[src/rtl/spi_pkg.sv]
// Shared SPI definitions: mode encodings, default frame width and the
// target-side FSM state type used by the SPI controller, baud generator and target.
package spi_pkg;

  // Mode encoding is {cpol, cpha}
  localparam logic [1:0] MODE0 = 2'b00;
  localparam logic [1:0] MODE1 = 2'b01;
  localparam logic [1:0] MODE2 = 2'b10;
  localparam logic [1:0] MODE3 = 2'b11;

  localparam int DEFAULT_DATA_W = 8;

  typedef enum logic {
    IDLE   = 1'b0,
    ACTIVE = 1'b1
  } spi_state_e;

endpackage

[src/rtl/spi_slave_core_if.sv]
// Pin-level SPI signals plus TX/RX valid/ready handshakes of the SPI target core.
interface spi_slave_core_if #(
  parameter int DATA_W = spi_pkg::DEFAULT_DATA_W
);
  logic              cpol;
  logic              cpha;
  logic              lsbfe;
  logic              sclk_in;
  logic              ss_n_in;
  logic              mosi_in;
  logic              miso_out;
  logic              miso_oe;
  logic [DATA_W-1:0] tx_data;
  logic              tx_valid;
  logic              tx_ready;
  logic [DATA_W-1:0] rx_data;
  logic              rx_valid;
  logic              rx_ready;
  logic              overrun;
  logic              frame_abort;
  logic              busy;

  modport slave (
    input  cpol, cpha, lsbfe, sclk_in, ss_n_in, mosi_in,
    input  tx_data, tx_valid, rx_ready,
    output miso_out, miso_oe, tx_ready, rx_data, rx_valid,
    output overrun, frame_abort, busy
  );

  modport master (
    output cpol, cpha, lsbfe, sclk_in, ss_n_in, mosi_in,
    output tx_data, tx_valid, rx_ready,
    input  miso_out, miso_oe, tx_ready, rx_data, rx_valid,
    input  overrun, frame_abort, busy
  );
endinterface

[src/rtl/spi_sync_edge.sv]
// Multi-flop synchronizer for an asynchronous pin with single-cycle
// rise/fall pulses derived from the synchronized level.
module spi_sync_edge #(
  parameter int SYNC_STAGES = 2
) (
  input  logic clk,
  input  logic rst,
  input  logic rst_val_i,
  input  logic d_i,
  output logic sync_o,
  output logic rise_o,
  output logic fall_o
);

  logic [SYNC_STAGES-1:0] sync_q;
  logic                   prev_q;

  always_ff @(posedge clk) begin
    if (rst) begin
      sync_q <= {SYNC_STAGES{rst_val_i}};
      prev_q <= rst_val_i;
    end else begin
      sync_q <= {sync_q[SYNC_STAGES-2:0], d_i};
      prev_q <= sync_q[SYNC_STAGES-1];
    end
  end

  assign sync_o = sync_q[SYNC_STAGES-1];
  assign rise_o = sync_q[SYNC_STAGES-1] & ~prev_q;
  assign fall_o = ~sync_q[SYNC_STAGES-1] & prev_q;

endmodule

[src/rtl/spi_slave_core.sv]
// SPI target engine: oversamples sclk/ss_n/mosi in the PCLK domain, shifts a
// frame in on the sample edge and out on the shift edge, with TX/RX handshakes.
module spi_slave_core
  import spi_pkg::*;
#(
  parameter int              DATA_W      = DEFAULT_DATA_W,
  parameter int              SYNC_STAGES = 2,
  parameter logic [DATA_W-1:0] IDLE_TX   = '1
) (
  input logic             PCLK,
  input logic             PRESET,
  spi_slave_core_if.slave bus
);

  localparam int CNT_W = (DATA_W > 1) ? $clog2(DATA_W) : 1;
  localparam logic [CNT_W-1:0] CNT_LAST = CNT_W'(DATA_W - 1);

  logic sclk_rise, sclk_fall, sclk_level_unused;
  logic ss_sync, ss_rise, ss_fall;
  logic [SYNC_STAGES-1:0] mosi_sync_q;
  logic mosi_s;

  spi_sync_edge #(.SYNC_STAGES(SYNC_STAGES)) u_sclk_sync (
    .clk       (PCLK),
    .rst       (PRESET),
    .rst_val_i (bus.cpol),
    .d_i       (bus.sclk_in),
    .sync_o    (sclk_level_unused),
    .rise_o    (sclk_rise),
    .fall_o    (sclk_fall)
  );

  spi_sync_edge #(.SYNC_STAGES(SYNC_STAGES)) u_ss_sync (
    .clk       (PCLK),
    .rst       (PRESET),
    .rst_val_i (1'b1),
    .d_i       (bus.ss_n_in),
    .sync_o    (ss_sync),
    .rise_o    (ss_rise),
    .fall_o    (ss_fall)
  );

  spi_state_e        state_q, state_d;
  logic              cpol_q, cpol_d, cpha_q, cpha_d, lsbfe_q, lsbfe_d;
  logic [CNT_W-1:0]  cnt_q, cnt_d;
  logic [DATA_W-1:0] rx_sh_q, rx_sh_d, tx_sh_q, tx_sh_d;
  logic [DATA_W-1:0] tx_buf_q, tx_buf_d, rx_data_q, rx_data_d;
  logic              tx_full_q, tx_full_d, rx_valid_q, rx_valid_d;
  logic              rx_done_q, rx_done_d, overrun_q, overrun_d, abort_q, abort_d;

  logic              lead_edge, trail_edge, sample_edge, shift_edge, tx_take;
  logic [DATA_W-1:0] load_src;

  assign mosi_s      = mosi_sync_q[SYNC_STAGES-1];
  assign lead_edge   = cpol_q ? sclk_fall : sclk_rise;
  assign trail_edge  = cpol_q ? sclk_rise : sclk_fall;
  assign sample_edge = cpha_q ? trail_edge : lead_edge;
  assign shift_edge  = cpha_q ? lead_edge : trail_edge;
  assign load_src    = tx_full_q ? tx_buf_q : IDLE_TX;

  always_ff @(posedge PCLK) begin
    if (PRESET) begin
      mosi_sync_q <= '0;
      state_q     <= IDLE;
      cpol_q      <= 1'b0;
      cpha_q      <= 1'b0;
      lsbfe_q     <= 1'b0;
      cnt_q       <= '0;
      rx_sh_q     <= '0;
      tx_sh_q     <= '0;
      tx_buf_q    <= '0;
      tx_full_q   <= 1'b0;
      rx_data_q   <= '0;
      rx_valid_q  <= 1'b0;
      rx_done_q   <= 1'b0;
      overrun_q   <= 1'b0;
      abort_q     <= 1'b0;
    end else begin
      mosi_sync_q <= {mosi_sync_q[SYNC_STAGES-2:0], bus.mosi_in};
      state_q     <= state_d;
      cpol_q      <= cpol_d;
      cpha_q      <= cpha_d;
      lsbfe_q     <= lsbfe_d;
      cnt_q       <= cnt_d;
      rx_sh_q     <= rx_sh_d;
      tx_sh_q     <= tx_sh_d;
      tx_buf_q    <= tx_buf_d;
      tx_full_q   <= tx_full_d;
      rx_data_q   <= rx_data_d;
      rx_valid_q  <= rx_valid_d;
      rx_done_q   <= rx_done_d;
      overrun_q   <= overrun_d;
      abort_q     <= abort_d;
    end
  end

  always_comb begin
    state_d    = state_q;
    cpol_d     = cpol_q;
    cpha_d     = cpha_q;
    lsbfe_d    = lsbfe_q;
    cnt_d      = cnt_q;
    rx_sh_d    = rx_sh_q;
    tx_sh_d    = tx_sh_q;
    tx_buf_d   = tx_buf_q;
    tx_full_d  = tx_full_q;
    rx_data_d  = rx_data_q;
    rx_valid_d = rx_valid_q;
    rx_done_d  = 1'b0;
    overrun_d  = 1'b0;
    abort_d    = 1'b0;
    tx_take    = 1'b0;

    unique case (state_q)
      IDLE: begin
        if (ss_fall) begin
          state_d = ACTIVE;
          cpol_d  = bus.cpol;
          cpha_d  = bus.cpha;
          lsbfe_d = bus.lsbfe;
          cnt_d   = '0;
          rx_sh_d = '0;
          // With cpha=1 the first shift edge performs the load instead
          if (!bus.cpha) begin
            tx_sh_d = load_src;
            tx_take = 1'b1;
          end
        end
      end
      ACTIVE: begin
        if (ss_rise) begin
          state_d = IDLE;
          abort_d = (cnt_q != '0);
          cnt_d   = '0;
        end else begin
          if (sample_edge) begin
            rx_sh_d = lsbfe_q ? {mosi_s, rx_sh_q[DATA_W-1:1]}
                              : {rx_sh_q[DATA_W-2:0], mosi_s};
            if (cnt_q == CNT_LAST) begin
              cnt_d     = '0;
              rx_done_d = 1'b1;
            end else begin
              cnt_d = cnt_q + 1'b1;
            end
          end
          // A shift edge at count 0 is always a frame boundary in either cpha
          if (shift_edge) begin
            if (cnt_q == '0) begin
              tx_sh_d = load_src;
              tx_take = 1'b1;
            end else begin
              tx_sh_d = lsbfe_q ? {1'b0, tx_sh_q[DATA_W-1:1]}
                                : {tx_sh_q[DATA_W-2:0], 1'b0};
            end
          end
        end
      end
      default: state_d = IDLE;
    endcase

    if (tx_take && tx_full_q) tx_full_d = 1'b0;
    if (bus.tx_valid && !tx_full_q) begin
      tx_buf_d  = bus.tx_data;
      tx_full_d = 1'b1;
    end

    if (rx_done_q) begin
      rx_data_d  = rx_sh_q;
      rx_valid_d = 1'b1;
      overrun_d  = rx_valid_q && !bus.rx_ready;
    end else if (rx_valid_q && bus.rx_ready) begin
      rx_valid_d = 1'b0;
    end
  end

  assign bus.busy        = ~ss_sync;
  assign bus.miso_oe     = ~ss_sync;
  assign bus.miso_out    = (state_q == ACTIVE) && !ss_sync &&
                           (lsbfe_q ? tx_sh_q[0] : tx_sh_q[DATA_W-1]);
  assign bus.tx_ready    = ~tx_full_q;
  assign bus.rx_data     = rx_data_q;
  assign bus.rx_valid    = rx_valid_q;
  assign bus.overrun     = overrun_q;
  assign bus.frame_abort = abort_q;

endmodule

[src/flat_wrapper.sv]
// flat-port wrapper written by rule: the top's interface ports become plain ports
module spi_slave_core_flat import spi_pkg::*;
#(
  parameter int              DATA_W      = DEFAULT_DATA_W,
  parameter int              SYNC_STAGES = 2,
  parameter logic [DATA_W-1:0] IDLE_TX   = '1
)
  (PCLK, PRESET, bus_cpol, bus_cpha, bus_lsbfe, bus_sclk_in, bus_ss_n_in, bus_mosi_in, bus_tx_data, bus_tx_valid, bus_rx_ready, bus_miso_out, bus_miso_oe, bus_tx_ready, bus_rx_data, bus_rx_valid, bus_overrun, bus_frame_abort, bus_busy);
  spi_slave_core_if #(.DATA_W(DATA_W)) bus_i ();
  input logic PCLK;
  input logic PRESET;
  input wire logic [$bits(bus_i.cpol)-1:0] bus_cpol;
  input wire logic [$bits(bus_i.cpha)-1:0] bus_cpha;
  input wire logic [$bits(bus_i.lsbfe)-1:0] bus_lsbfe;
  input wire logic [$bits(bus_i.sclk_in)-1:0] bus_sclk_in;
  input wire logic [$bits(bus_i.ss_n_in)-1:0] bus_ss_n_in;
  input wire logic [$bits(bus_i.mosi_in)-1:0] bus_mosi_in;
  input wire logic [$bits(bus_i.tx_data)-1:0] bus_tx_data;
  input wire logic [$bits(bus_i.tx_valid)-1:0] bus_tx_valid;
  input wire logic [$bits(bus_i.rx_ready)-1:0] bus_rx_ready;
  output wire logic [$bits(bus_i.miso_out)-1:0] bus_miso_out;
  output wire logic [$bits(bus_i.miso_oe)-1:0] bus_miso_oe;
  output wire logic [$bits(bus_i.tx_ready)-1:0] bus_tx_ready;
  output wire logic [$bits(bus_i.rx_data)-1:0] bus_rx_data;
  output wire logic [$bits(bus_i.rx_valid)-1:0] bus_rx_valid;
  output wire logic [$bits(bus_i.overrun)-1:0] bus_overrun;
  output wire logic [$bits(bus_i.frame_abort)-1:0] bus_frame_abort;
  output wire logic [$bits(bus_i.busy)-1:0] bus_busy;
  assign bus_i.cpol = bus_cpol;
  assign bus_i.cpha = bus_cpha;
  assign bus_i.lsbfe = bus_lsbfe;
  assign bus_i.sclk_in = bus_sclk_in;
  assign bus_i.ss_n_in = bus_ss_n_in;
  assign bus_i.mosi_in = bus_mosi_in;
  assign bus_i.tx_data = bus_tx_data;
  assign bus_i.tx_valid = bus_tx_valid;
  assign bus_i.rx_ready = bus_rx_ready;
  assign bus_miso_out = bus_i.miso_out;
  assign bus_miso_oe = bus_i.miso_oe;
  assign bus_tx_ready = bus_i.tx_ready;
  assign bus_rx_data = bus_i.rx_data;
  assign bus_rx_valid = bus_i.rx_valid;
  assign bus_overrun = bus_i.overrun;
  assign bus_frame_abort = bus_i.frame_abort;
  assign bus_busy = bus_i.busy;
  spi_slave_core #(.DATA_W(DATA_W), .SYNC_STAGES(SYNC_STAGES), .IDLE_TX(IDLE_TX)) u_core (.PCLK(PCLK), .PRESET(PRESET), .bus(bus_i));
endmodule
[config.mk]
export PLATFORM = sky130hd
export DESIGN_NAME = spi_slave_core_flat
export DESIGN_NICKNAME = d
export VERILOG_FILES = /design/src/rtl/spi_pkg.sv /design/src/rtl/spi_slave_core_if.sv /design/src/rtl/spi_sync_edge.sv /design/src/rtl/spi_slave_core.sv /design/src/flat_wrapper.sv
export SDC_FILE = /design/constraint.sdc
export NUM_CORES = 1
export LEC_CHECK = 0
export ABC_CLOCK_PERIOD_IN_PS = 1540
export CORE_MARGIN = 1.5
export CORE_UTILIZATION = 30
export CTS_BUF_LIST = sky130_fd_sc_hd__clkbuf_16
export CTS_CLUSTER_DIAMETER = 120
export DETAILED_ROUTE_END_ITERATION = 16
export RECOVER_POWER = 50
export SLEW_MARGIN = 20
export SYNTH_ARGS = -nofsm -noshare
export SYNTH_HDL_FRONTEND = slang
export SYNTH_SLANG_ARGS = --single-unit
[constraint.sdc]
create_clock -name PCLK -period 1.54 [get_ports PCLK]
set_input_delay 0.154 -clock PCLK [delete_from_list [all_inputs] [get_ports PCLK]]
set_output_delay 0.154 -clock PCLK [all_outputs]
set_load 0.01 [all_outputs]
==> metrics <==
Multi-input gate area 1260 sq um; die extent in x 92.5 um; internal power 2.13 mW; die area 8560 sq um; Inst Count DP 378; Ports 33; Syn Area/Cell 9.47 sq um; GPL Wtd Cong 0.696; Sw Share 23.0%; Synth Area in Adders 1.56%; worst reg-to-reg path cell count 5; min-delay worst type input pin to register; R2R setup slack 0.08 ns; max_slew headroom 63.5%; Syn Std Cell Area 2400 sq um; clock latency on the worst-skew pair 0.29 ns; multiplexer share of the synthesized area 18.4%; WHS Path Cells 3; Clock Skew 0.00779 ns; Synth Instances 254; vias post-DR 1,784; setup TNS 0 ns; top area cells in the synthesized netlist dfxtp_1 43%, mux2i_1 14%, nand2_1 5.6%; share of layout cells above drive strength 1 15.1%; HPWL after DPL 3340 um; CP arrival 1.33 ns; max incr delay on CP 0.57 ns; required time worst endpoint 1.39 ns; Layout Nets 305; Netlist cell types 34; Layout fillers 767; crit end category output port; post-route antenna net violation count 0; Reg area 1040 sq um; Detailed Route Iter0 Violations 41; synthesized flop and latch total 52; Reg-to-Reg Start u_core.u_ss_sync.prev_q; clock buffer depth 2; standard-cell rows 32; RSZ-0062 raised after global routing yes; critical-path cell list inv_1, clkdlybuf4s50_1; crit share post-route 96.2%; Die Y 92.5 um; most common cell after layout, fill and taps aside dfxtp_1; Critical R2R Capture u_core.rx_sh_q[5]; Flop pwr share 51.1%; core area 7730 sq um; number of global-route vias before repair 1,639; Post-Syn Nets 275; number of flops mapped to enable cells by yosys 0; ANT cells 0; NetSw 0.639 mW; Design Area, Final 3030 sq um; status finished, final reports clean; Setup-failing EPs final 0; Area growth syn-to-layout 26.1%; ys async rst share 0%; total track usage 11.6%; XOR/XNOR share of the synthesized area 0.676%; H-tree Lvls 2; CP Buf/Inv Count 2; compound-cell area share of the yosys netlist 12.2%; Worst Path Max Fanout 5; # hold bufs at CTS 0; largest net degree at the start of global routing 25; cts bufs inserted 5; Post-Layout Cell Count 387; first-pass GRT wire length 7870 um; Worst IR Drop VDD 0.574 mV; Final Hold Viols 0; DRC viols 0; yosys warns 0; clock root cell clkbuf_16; dominant cell type by area after synthesis dfxtp_1; Synth top area share 43.3%; largest family of logic cells by synthesized area simple AND/OR/NAND/NOR gates; Initial DRT Pass Iterations 4; Clock power frac 37.7%; initial antenna violation count 0; clock sink total 52; Post-Synth Simple-Gate Area 18.7%; PD cells 914 nW/um^2; fin crit period 1.48 ns; sequential area share after synthesis 43.3%; actual slew at the worst max-slew pin 0.547 ns; Placed Area 2850 sq um; CP max-delay cell clkdlybuf4s50_1; Reg clk slew, reported paths 0.06 ns; DRT Wirelength 4690 um; Max Slew Vio Count 0; CP delay by family, top buffers and inverters; Hold Path End u_core.cnt_q[0]; Via density 4.61; Util after Layout 39.2%; Crit Path Category register to output port; hold_sp PRESET; grt total ovfl 0; detailed-route wire length per cell 12.1 um; WHS 0.203 ns; starting density of the core 31.1%; Max Clock Freq 675 MHz; Buffers on Ports 32; most frequent cells in the layout 49 x dfxtp_1, 36 x nand2_1, 33 x mux2i_1; maxcap violations 0; CTS tree done; CP Launch Type register; Comb power frac 11.1%; ys flop type dfxtp_1; leakage power 1.19 nW
==> sequential cells by signal, summed over array words and instances (netlist names) <==
name,cells
u_core.rx_done_q,1
u_core.cnt_q,3
u_core.bus.rx_data,8
u_core.u_ss_sync.sync_q,2
u_core.tx_sh_q,8
u_core.u_sclk_sync.prev_q,1
u_core.rx_sh_q,8
u_core.tx_buf_q,8
u_core.state_q,1
u_core.cpha_q,1
u_core.tx_full_q,1
u_core.cpol_q,1
u_core.lsbfe_q,1
u_core.bus.rx_valid,1
u_core.bus.frame_abort,1
u_core.mosi_sync_q,2
u_core.u_ss_sync.prev_q,1
u_core.u_sclk_sync.sync_q,2
u_core.bus.overrun,1
==> power by group through the flow <==
| stage | registers, mW | clock network (mW) | logic [mW] |
|---|---|---|---|
| 4_1_cts | 1.42 | 1.09 | 0.300 |
| 2_1_floorplan | 1.44 | 0 | 0.198 |
| 3_3_place_gp | 1.45 | 0 | 0.297 |
| 5_1_grt | 1.42 | 1.14 | 0.340 |
| 6_report | 1.42 | 1.05 | 0.309 |
| 3_5_place_dp | 1.45 | 0 | 0.298 |
==> cell families after synthesis <==
family	Yosys count
compound gates	38
xor+xnor	1
fa+ha+maj	3
buf+inv	30
flops	52
mux	43
simple gates	87
==> synthesized netlist by cell type, types with 2 or more instances <==
library cell and n:
dfxtp_1 52, nand2_1 36, mux2i_1 34, nand2b_1 21, a21oi_1 14, clkbuf_1 11
mux2_2 9, nor2_1 9, a211oi_1 8, a311o_1 8, inv_1 8, buf_2 7
nor2b_1 6, ha_1 3, o21ai_0 3, or2_2 3, a31oi_4 2, buf_1 2
nand3b_1 2, nor4bb_1 2
==> cell type report <==
cell class | count | area share (%)
Tap cell | 102 | 4.21
Clock inverter | 3 | 0.371
Multi-Input combinational cell | 172 | 41.4
Timing Repair Buffer | 44 | 14.2
Inverter | 9 | 1.20
Clock buffer | 5 | 4.13
Sequential cell | 52 | 34.5
==> routing by layer <==
metal  track usage [%]  up-vias  routed length, um
met1              14.5      814               2340
met2              19.1       34               2120
met4              5.00        0                 78
met5                 0        -                  0
li1                  -      929                  -
met3              2.71        7                159
==> worst min-delay path, cell delays in order <==
cell and delay, ns:
buf_2 0.13, or3_1 0.11, mux2i_1 0.05
==> worst max path at each step <==
stage | start | end | slack, ns | depth (start not counted)
after floorplan | u_core.cnt_q[0] | u_core.tx_full_q | 0.07 | 8
after global placement | u_core.cpol_q | u_core.rx_sh_q[3] | 0.06 | 5
after detailed placement | u_core.cpha_q | u_core.rx_sh_q[5] | 0.01 | 5
after CTS | u_core.cpol_q | u_core.rx_sh_q[5] | 0.03 | 5
after global routing | u_core.cpol_q | u_core.tx_sh_q[4] | -0.02 | 4
final | u_core.u_ss_sync.sync_q[1] | bus_busy | 0.06 | 2
==> timing repair <==
action,4_1_cts,5_1_grt
setup endpoints to repair,3,19
gates resized for setup,4,7
pin swaps,1,1
buffers inserted,0,1
==> stage by stage <==
step	power (mW)	setup WS, ns
finish	2.77	0.0587
global route	2.90	-0.0154
global placement	1.74	0.0621
detailed placement	1.74	0.0110
CTS	2.80	0.0329
floorplan	1.63	0.0665
Power figures use the tool's default switching activity.
